--- config.mk ---
export PLATFORM = sky130hd
export DESIGN_NAME = mix_columns_seq_flat
export DESIGN_NICKNAME = d
export VERILOG_FILES = /design/src/rtl/mix_columns_seq_pkg.sv /design/src/rtl/mix_columns_seq_if.sv /design/src/rtl/mix_columns_seq_col.sv /design/src/rtl/mix_columns_seq.sv /design/src/flat_wrapper.sv
export SDC_FILE = /design/constraint.sdc
export NUM_CORES = 1
export LEC_CHECK = 0
export BUFFER_PORTS_ARGS = -buffer_cell sky130_fd_sc_hd__buf_4
export CORE_ASPECT_RATIO = 0.9
export CORE_MARGIN = 5
export CORE_UTILIZATION = 41
export DETAILED_ROUTE_END_ITERATION = 6
export GPL_TIMING_DRIVEN = 0
export PLACE_DENSITY = 0.65
export SYNTH_ARGS = -nofsm -noshare
export SYNTH_HDL_FRONTEND = slang
export SYNTH_HIERARCHICAL = 1
export SYNTH_SLANG_ARGS = --single-unit
--- constraint.sdc ---
create_clock -name clk_i -period 4.08 [get_ports clk_i]
set_clock_uncertainty 0.15 [all_clocks]
set_input_delay 1.02 -clock clk_i [delete_from_list [all_inputs] [get_ports clk_i]]
set_output_delay 1.02 -clock clk_i [all_outputs]
set_load 0.05 [all_outputs]
--- src/rtl/mix_columns_seq_pkg.sv ---
// Shared AES types, FSM encoding and the GF(2^8) doubling helper for the
// MixColumns sequencer.
package aes_pkg;

    typedef logic [7:0]   byte_t;
    typedef byte_t [3:0]  col_t;
    typedef logic [127:0] state_t;

    typedef enum logic [1:0] {
        MCS_IDLE,
        MCS_RUN,
        MCS_DONE
    } mcs_state_e;

    localparam int unsigned NUM_COLS = 4;
    localparam byte_t       AES_POLY = 8'h1B;

    // Multiply by x in GF(2^8) modulo x^8 + x^4 + x^3 + x + 1
    function automatic byte_t xtime(input byte_t b);
        return {b[6:0], 1'b0} ^ (b[7] ? AES_POLY : 8'h00);
    endfunction

endpackage

--- src/rtl/mix_columns_seq_if.sv ---
// Valid/ready handshake bundle for mix_columns_seq. bypass_i exists only when
// MIXCOL_BYPASS_EN is defined.
interface mix_columns_seq_if;

    logic                in_valid_i;
    logic                in_ready_o;
    aes_pkg::state_t     in_data_i;
    logic                out_valid_o;
    logic                out_ready_i;
    aes_pkg::state_t     out_data_o;
    logic                busy_o;
`ifdef MIXCOL_BYPASS_EN
    logic                bypass_i;
`endif

    modport slave (
        input  in_valid_i,
        output in_ready_o,
        input  in_data_i,
        output out_valid_o,
        input  out_ready_i,
        output out_data_o,
`ifdef MIXCOL_BYPASS_EN
        input  bypass_i,
`endif
        output busy_o
    );

    modport master (
        output in_valid_i,
        input  in_ready_o,
        output in_data_i,
        input  out_valid_o,
        output out_ready_i,
        input  out_data_o,
`ifdef MIXCOL_BYPASS_EN
        output bypass_i,
`endif
        input  busy_o
    );

endinterface

--- src/rtl/mix_columns_seq_col.sv ---
// Single-column AES MixColumns unit. Index 3 holds row 0, index 0 holds row 3.
module mixColumns_col
    import aes_pkg::*;
(
    input  col_t col_i,
    output col_t col_o
);

    byte_t x0, x1, x2, x3;

    assign x0 = xtime(col_i[0]);
    assign x1 = xtime(col_i[1]);
    assign x2 = xtime(col_i[2]);
    assign x3 = xtime(col_i[3]);

    // out_row r = 2*a_r ^ 3*a_{r+1} ^ a_{r+2} ^ a_{r+3}, with row r at index 3-r
    assign col_o[3] = x3 ^ x2 ^ col_i[2] ^ col_i[1] ^ col_i[0];
    assign col_o[2] = x2 ^ x1 ^ col_i[1] ^ col_i[0] ^ col_i[3];
    assign col_o[1] = x1 ^ x0 ^ col_i[0] ^ col_i[3] ^ col_i[2];
    assign col_o[0] = x0 ^ x3 ^ col_i[3] ^ col_i[2] ^ col_i[1];

endmodule

--- src/rtl/mix_columns_seq.sv ---
// Time-shared AES MixColumns over a 128-bit state, COLS_PER_CYCLE columns per
// cycle. Optional pass-through for the final round under MIXCOL_BYPASS_EN.
module mix_columns_seq
    import aes_pkg::*;
#(
    parameter int unsigned COLS_PER_CYCLE = 1
) (
    input  logic              clk_i,
    input  logic              rst_ni,
    mix_columns_seq_if.slave  bus
);

    localparam logic [1:0] LAST_IDX = 2'(NUM_COLS - COLS_PER_CYCLE);
    localparam logic [1:0] IDX_STEP = 2'(COLS_PER_CYCLE);

    mcs_state_e fsm;
    logic [1:0] col_idx;
    state_t     state_q;
    state_t     run_next;
    logic       accept;
    logic       mix_off;

    col_t cur_cols  [NUM_COLS];
    col_t next_cols [NUM_COLS];
    col_t mixed     [COLS_PER_CYCLE];

`ifdef MIXCOL_BYPASS_EN
    logic bypass_q;
    assign mix_off = bypass_q;
`else
    assign mix_off = 1'b0;
`endif

    assign bus.in_ready_o  = (fsm == MCS_IDLE) || ((fsm == MCS_DONE) && bus.out_ready_i);
    assign bus.out_valid_o = (fsm == MCS_DONE);
    assign bus.busy_o      = (fsm == MCS_RUN);
    assign bus.out_data_o  = state_q;
    assign accept          = bus.in_valid_i && bus.in_ready_o;

    always_comb begin
        for (int unsigned c = 0; c < NUM_COLS; c++) begin
            cur_cols[c] = state_q[127 - 32*c -: 32];
        end
    end

    for (genvar g = 0; g < COLS_PER_CYCLE; g++) begin : g_col
        mixColumns_col u_col (
            .col_i (cur_cols[col_idx + 2'(g)]),
            .col_o (mixed[g])
        );
    end

    // Only the current column group is replaced; the rest write back unchanged
    always_comb begin
        next_cols = cur_cols;
        run_next  = state_q;
        for (int unsigned g = 0; g < COLS_PER_CYCLE; g++) begin
            next_cols[col_idx + 2'(g)] = mixed[g];
        end
        if (!mix_off) begin
            for (int unsigned c = 0; c < NUM_COLS; c++) begin
                run_next[127 - 32*c -: 32] = next_cols[c];
            end
        end
    end

    always_ff @(posedge clk_i or negedge rst_ni) begin
        if (!rst_ni) begin
            fsm      <= MCS_IDLE;
            col_idx  <= '0;
            state_q  <= '0;
`ifdef MIXCOL_BYPASS_EN
            bypass_q <= 1'b0;
`endif
        end else begin
            case (fsm)
                MCS_IDLE: begin
                    if (accept) begin
                        fsm      <= MCS_RUN;
                        col_idx  <= '0;
                        state_q  <= bus.in_data_i;
`ifdef MIXCOL_BYPASS_EN
                        bypass_q <= bus.bypass_i;
`endif
                    end
                end
                MCS_RUN: begin
                    state_q <= run_next;
                    if (col_idx == LAST_IDX) begin
                        fsm     <= MCS_DONE;
                        col_idx <= '0;
                    end else begin
                        col_idx <= col_idx + IDX_STEP;
                    end
                end
                MCS_DONE: begin
                    if (bus.out_ready_i) begin
                        if (accept) begin
                            fsm      <= MCS_RUN;
                            col_idx  <= '0;
                            state_q  <= bus.in_data_i;
`ifdef MIXCOL_BYPASS_EN
                            bypass_q <= bus.bypass_i;
`endif
                        end else begin
                            fsm <= MCS_IDLE;
                        end
                    end
                end
                default: fsm <= MCS_IDLE;
            endcase
        end
    end

endmodule
--- src/flat_wrapper.sv ---
// flat-port wrapper written by rule: the top's interface ports become plain ports
module mix_columns_seq_flat import aes_pkg::*;
#(
    parameter int unsigned COLS_PER_CYCLE = 1
)
  (clk_i, rst_ni, bus_in_valid_i, bus_in_ready_o, bus_in_data_i, bus_out_valid_o, bus_out_ready_i, bus_out_data_o, bus_busy_o);
  mix_columns_seq_if bus_i ();
  input  logic clk_i;
  input  logic rst_ni;
  input wire logic [$bits(bus_i.in_valid_i)-1:0] bus_in_valid_i;
  output wire logic [$bits(bus_i.in_ready_o)-1:0] bus_in_ready_o;
  input wire logic [$bits(bus_i.in_data_i)-1:0] bus_in_data_i;
  output wire logic [$bits(bus_i.out_valid_o)-1:0] bus_out_valid_o;
  input wire logic [$bits(bus_i.out_ready_i)-1:0] bus_out_ready_i;
  output wire logic [$bits(bus_i.out_data_o)-1:0] bus_out_data_o;
  output wire logic [$bits(bus_i.busy_o)-1:0] bus_busy_o;
  assign bus_i.in_valid_i = bus_in_valid_i;
  assign bus_in_ready_o = bus_i.in_ready_o;
  assign bus_i.in_data_i = bus_in_data_i;
  assign bus_out_valid_o = bus_i.out_valid_o;
  assign bus_i.out_ready_i = bus_out_ready_i;
  assign bus_out_data_o = bus_i.out_data_o;
  assign bus_busy_o = bus_i.busy_o;
  mix_columns_seq #(.COLS_PER_CYCLE(COLS_PER_CYCLE)) u_core (.clk_i(clk_i), .rst_ni(rst_ni), .bus(bus_i));
endmodule
==> metrics.log <==
[metrics] post-synth top area cell: dfrtp_1
[metrics] longest individual stage delay on the worst path: 0.67 ns
[metrics] worst-path fanout max: 10
[metrics] insertion delay of the later-clocked pin in the worst-skew pair: 0.42 ns
[metrics] initial antenna violation count: 0
[metrics] number of hold violations in the final report: 0
[metrics] fill cell total of the finished layout: 2,013
[metrics] x dimension of the die: 170 µm
[metrics] FF/Latch Area: 3300 µm²
[metrics] quantity of hold-fixing buffers added after cts: 0
[metrics] antenna-violating nets left: 0
[metrics] Overflow after GRT: 0
[metrics] number of global-route vias before repair: 7,766
[metrics] number of nets in the layout: 1,282
[metrics] setup_tns: 0 ns
[metrics] setup violators final: 0
[metrics] sequential share of the synthesized area: 35.1%
[metrics] final hold slack: 0.366 ns
[metrics] area of the mapped netlist: 9400 µm²
[metrics] CTS tree: built
[metrics] post-detailed-route wirelength per cell: 21.7 µm
[metrics] pin slew with the least headroom to its limit: 0.811 ns
[metrics] total detailed-routing wirelength: 31,600 µm
[metrics] post-synth top area share: 35.1%
[metrics] Yosys Warn Count: 6
[metrics] GRT Overall Usage: 24.0%
[metrics] buffers added on ports: 262
[metrics] first drt pass iteration count: 5
[metrics] standard-cell rows: 52
[metrics] clock buffers created by TritonCTS: 17
[metrics] signed area change from the synthesized netlist to the final layout: 31.7%
[metrics] top cells by area in the synthesized netlist: dfrtp_1 35%, mux2i_1 14%, mux2_2 11%
[metrics] Std-Cell Core Area: 22,500 µm²
[metrics] global-route wire length before repair: 47,500 µm
[metrics] worst rel slew slack: 45.9%
[metrics] remaining routing DRC violations: 0
[metrics] Period minus WS final: 3.71 ns
[metrics] Top-Level Pins: 263
[metrics] clock-pin slew on the worst setup and hold paths: 0.06 ns
[metrics] Cells after Synth: 864
[metrics] Post-CTS Resized: 0
[metrics] required time worst endpoint: 4.29 ns
[metrics] total placed cells including tap cells: 1,424
[metrics] unrepaired setup endpoints after global routing: false
[metrics] net count after synthesis: 1,000
[metrics] kind of cell with the highest combined delay on the critical path: XOR/XNOR gates
[metrics] slowest cell on the critical path: buf_1
[metrics] startpoint type of the worst setup path: flip-flop
[metrics] HPWL reported at the end of detailed placement: 24,200 µm
[metrics] CP cell instances: clkbuf_1, buf_1, mux4_2, xnor2_1, xnor2_1, xnor2_1, nand2_1, mux2i_1, mux2_2
[metrics] fraction of layout cells with a size suffix above 1: 40.5%
[metrics] H-tree levels: 4
[metrics] most frequent cell on the critical path: xnor2_1
[metrics] library cells used by synthesis: 31
[metrics] pin count of the biggest net entering global routing: 73
[metrics] floorplan die height: 154 µm
[metrics] Routability Congestion: 0.841
[metrics] outcome: complete, no violations
[metrics] via count: 7,422
[metrics] Fmax: 270 MHz
[metrics] ratio of final minimum period to clock period: 90.8%
[metrics] flop and latch count out of synthesis: 132
[metrics] Max clock buf depth: 2
[metrics] mean instance size in the synthesized netlist: 10.9 µm²
[metrics] Sink Count: 132
[metrics] number of violations of the max-capacitance limit: 0
[metrics] class of the tightest hold or removal check: flip-flop to flip-flop
[metrics] post-place setup slack: 0.452 ns
[metrics] via-per-instance ratio: 5.10
[metrics] post-route non-filler standard cell count: 1,456
[metrics] CTS root buf: clkbuf_16
[metrics] Slew Viols, Final: 0
[metrics] number of violations reported at the end of detailed-routing iteration 0: 489
[metrics] CP Capture Type: flip-flop
[metrics] Setup Buffers After CTS: 0
[metrics] area of the die: 26,100 µm²
[metrics] total buffers and inverters traversed by the critical path: 2
[metrics] type of the worst setup path: flip-flop to flip-flop
[metrics] n_diodes: 0
[metrics] starting density of the core: 41.7%
[metrics] total area of multi-input combinational cells: 5180 µm²
[metrics] data arrival at the endpoint of the critical path: 3.91 ns
[metrics] final setup slack of the worst path: 0.373 ns
## layout by cell type (no fill, tap or decap), drive strengths merged
cell type  instances
o21ai              4
nand2b             2
xor3               1
nand3b             1
mux2             128
clkinv             4
clkbuf            39
bufinv             3
o22ai              1
nor2b              2
xnor2             86
o31ai              1
ha                 4
mux4              32
nor2               1
xor2              21
mux2i            128
nand2            129
o211ai             1
buf              299
inv              133
dfrtp            132
clkinvlp           4
o2bb2ai            3
## registers in the layout, summed over array words and instances, names as in the netlist
signal,count
u_core/fsm,2
u_core/bus.out_data_o,128
u_core/col_idx,2
## path summary, 6_finish.rpt
kind	from	to	slack (ns)	cells past startpoint
worst max-delay path	u_core/col_idx[1]	u_core/bus.out_data_o[62]	0.37	9
worst min-delay path	u_core/bus.out_data_o[11]	u_core/bus.out_data_o[11]	0.37	1
worst max register to register	u_core/col_idx[1]	u_core/bus.out_data_o[62]	0.37	9
worst min register to register	u_core/bus.out_data_o[11]	u_core/bus.out_data_o[11]	0.37	1
max in group asynchronous	rst_ni	u_core/bus.out_data_o[85]	2.53	2
min in group asynchronous	rst_ni	u_core/bus.out_data_o[32]	0.43	1
## final cells by class
| type | instances | share of cell area, % |
|---|---|---|
| Timing Repair Buffer | 263 | 16.1 |
| Tap cell | 297 | 3.00 |
| Multi-Input combinational cell | 545 | 41.8 |
| Inverter | 132 | 4.04 |
| Clock inverter | 12 | 1.23 |
| Sequential cell | 132 | 26.7 |
| Buffer | 55 | 3.36 |
| Clock buffer | 20 | 3.69 |
## logic make-up (layout without fill, tap and decap cells)
group / after synthesis / count (layout) / share of synthesized area [%]
multiplexers: 288 / 288 / 36.6
buffers and inverters: 187 / 482 / 9.75
AND/OR/NAND/NOR: 135 / 135 / 5.59
flip-flops: 132 / 132 / 35.1
XOR/XNOR: 108 / 108 / 11.4
AO/OA/AOI/OAI: 10 / 10 / 0.959
adder cells (fa/ha/maj): 4 / 4 / 0.533
## metrics by stage
stage / cell area (µm²) / utilization, %
floorplan: 9400 / -
global placement: 11700 / 52.1
detailed placement: 11800 / 52.3
CTS: 12400 / 55.0
global route: 12400 / 55.0
finish: 12400 / 55.0
## layer usage
layer	up-vias	global-route usage, %	wire [µm]
li1	3403	-	-
met4	0	5.83	504
met5	-	0	0
met3	29	5.44	2310
met2	297	36.3	14400
met1	3693	34.9	14400
## synthesized netlist by cell type
cell type	instances
buf_2	5
mux2_1	37
nor2b_1	2
mux2i_1	128
o211ai_1	1
o22ai_1	1
nand2_1	129
xor2_2	4
nand3b_1	1
xnor2_1	80
o2bb2ai_2	3
buf_8	10
o31ai_1	1
nor2_1	1
inv_1	131
clkbuf_1	19
xnor2_2	3
buf_6	4
mux2_2	91
dfrtp_1	132
o21ai_2	1
xor2_1	17
xor3_1	1
mux4_2	32
o21ai_0	3
nand2b_2	2
clkinv_4	1
ha_1	4
xnor2_4	3
buf_4	16
buf_1	1
## worst reg2reg max path: cells and delay by family, from the launching register on
| family | cells | cell delay, ns |
|---|---|---|
| buf+inv | 2 | 1.07 |
| flops | 1 | 0.38 |
| mux | 3 | 0.84 |
| xor+xnor | 3 | 1.11 |
| simple gates | 1 | 0.12 |
Power is left out: the tool's default activity adds up to more than one toggle a clock period on the data nets, which glitch-free logic cannot reach.
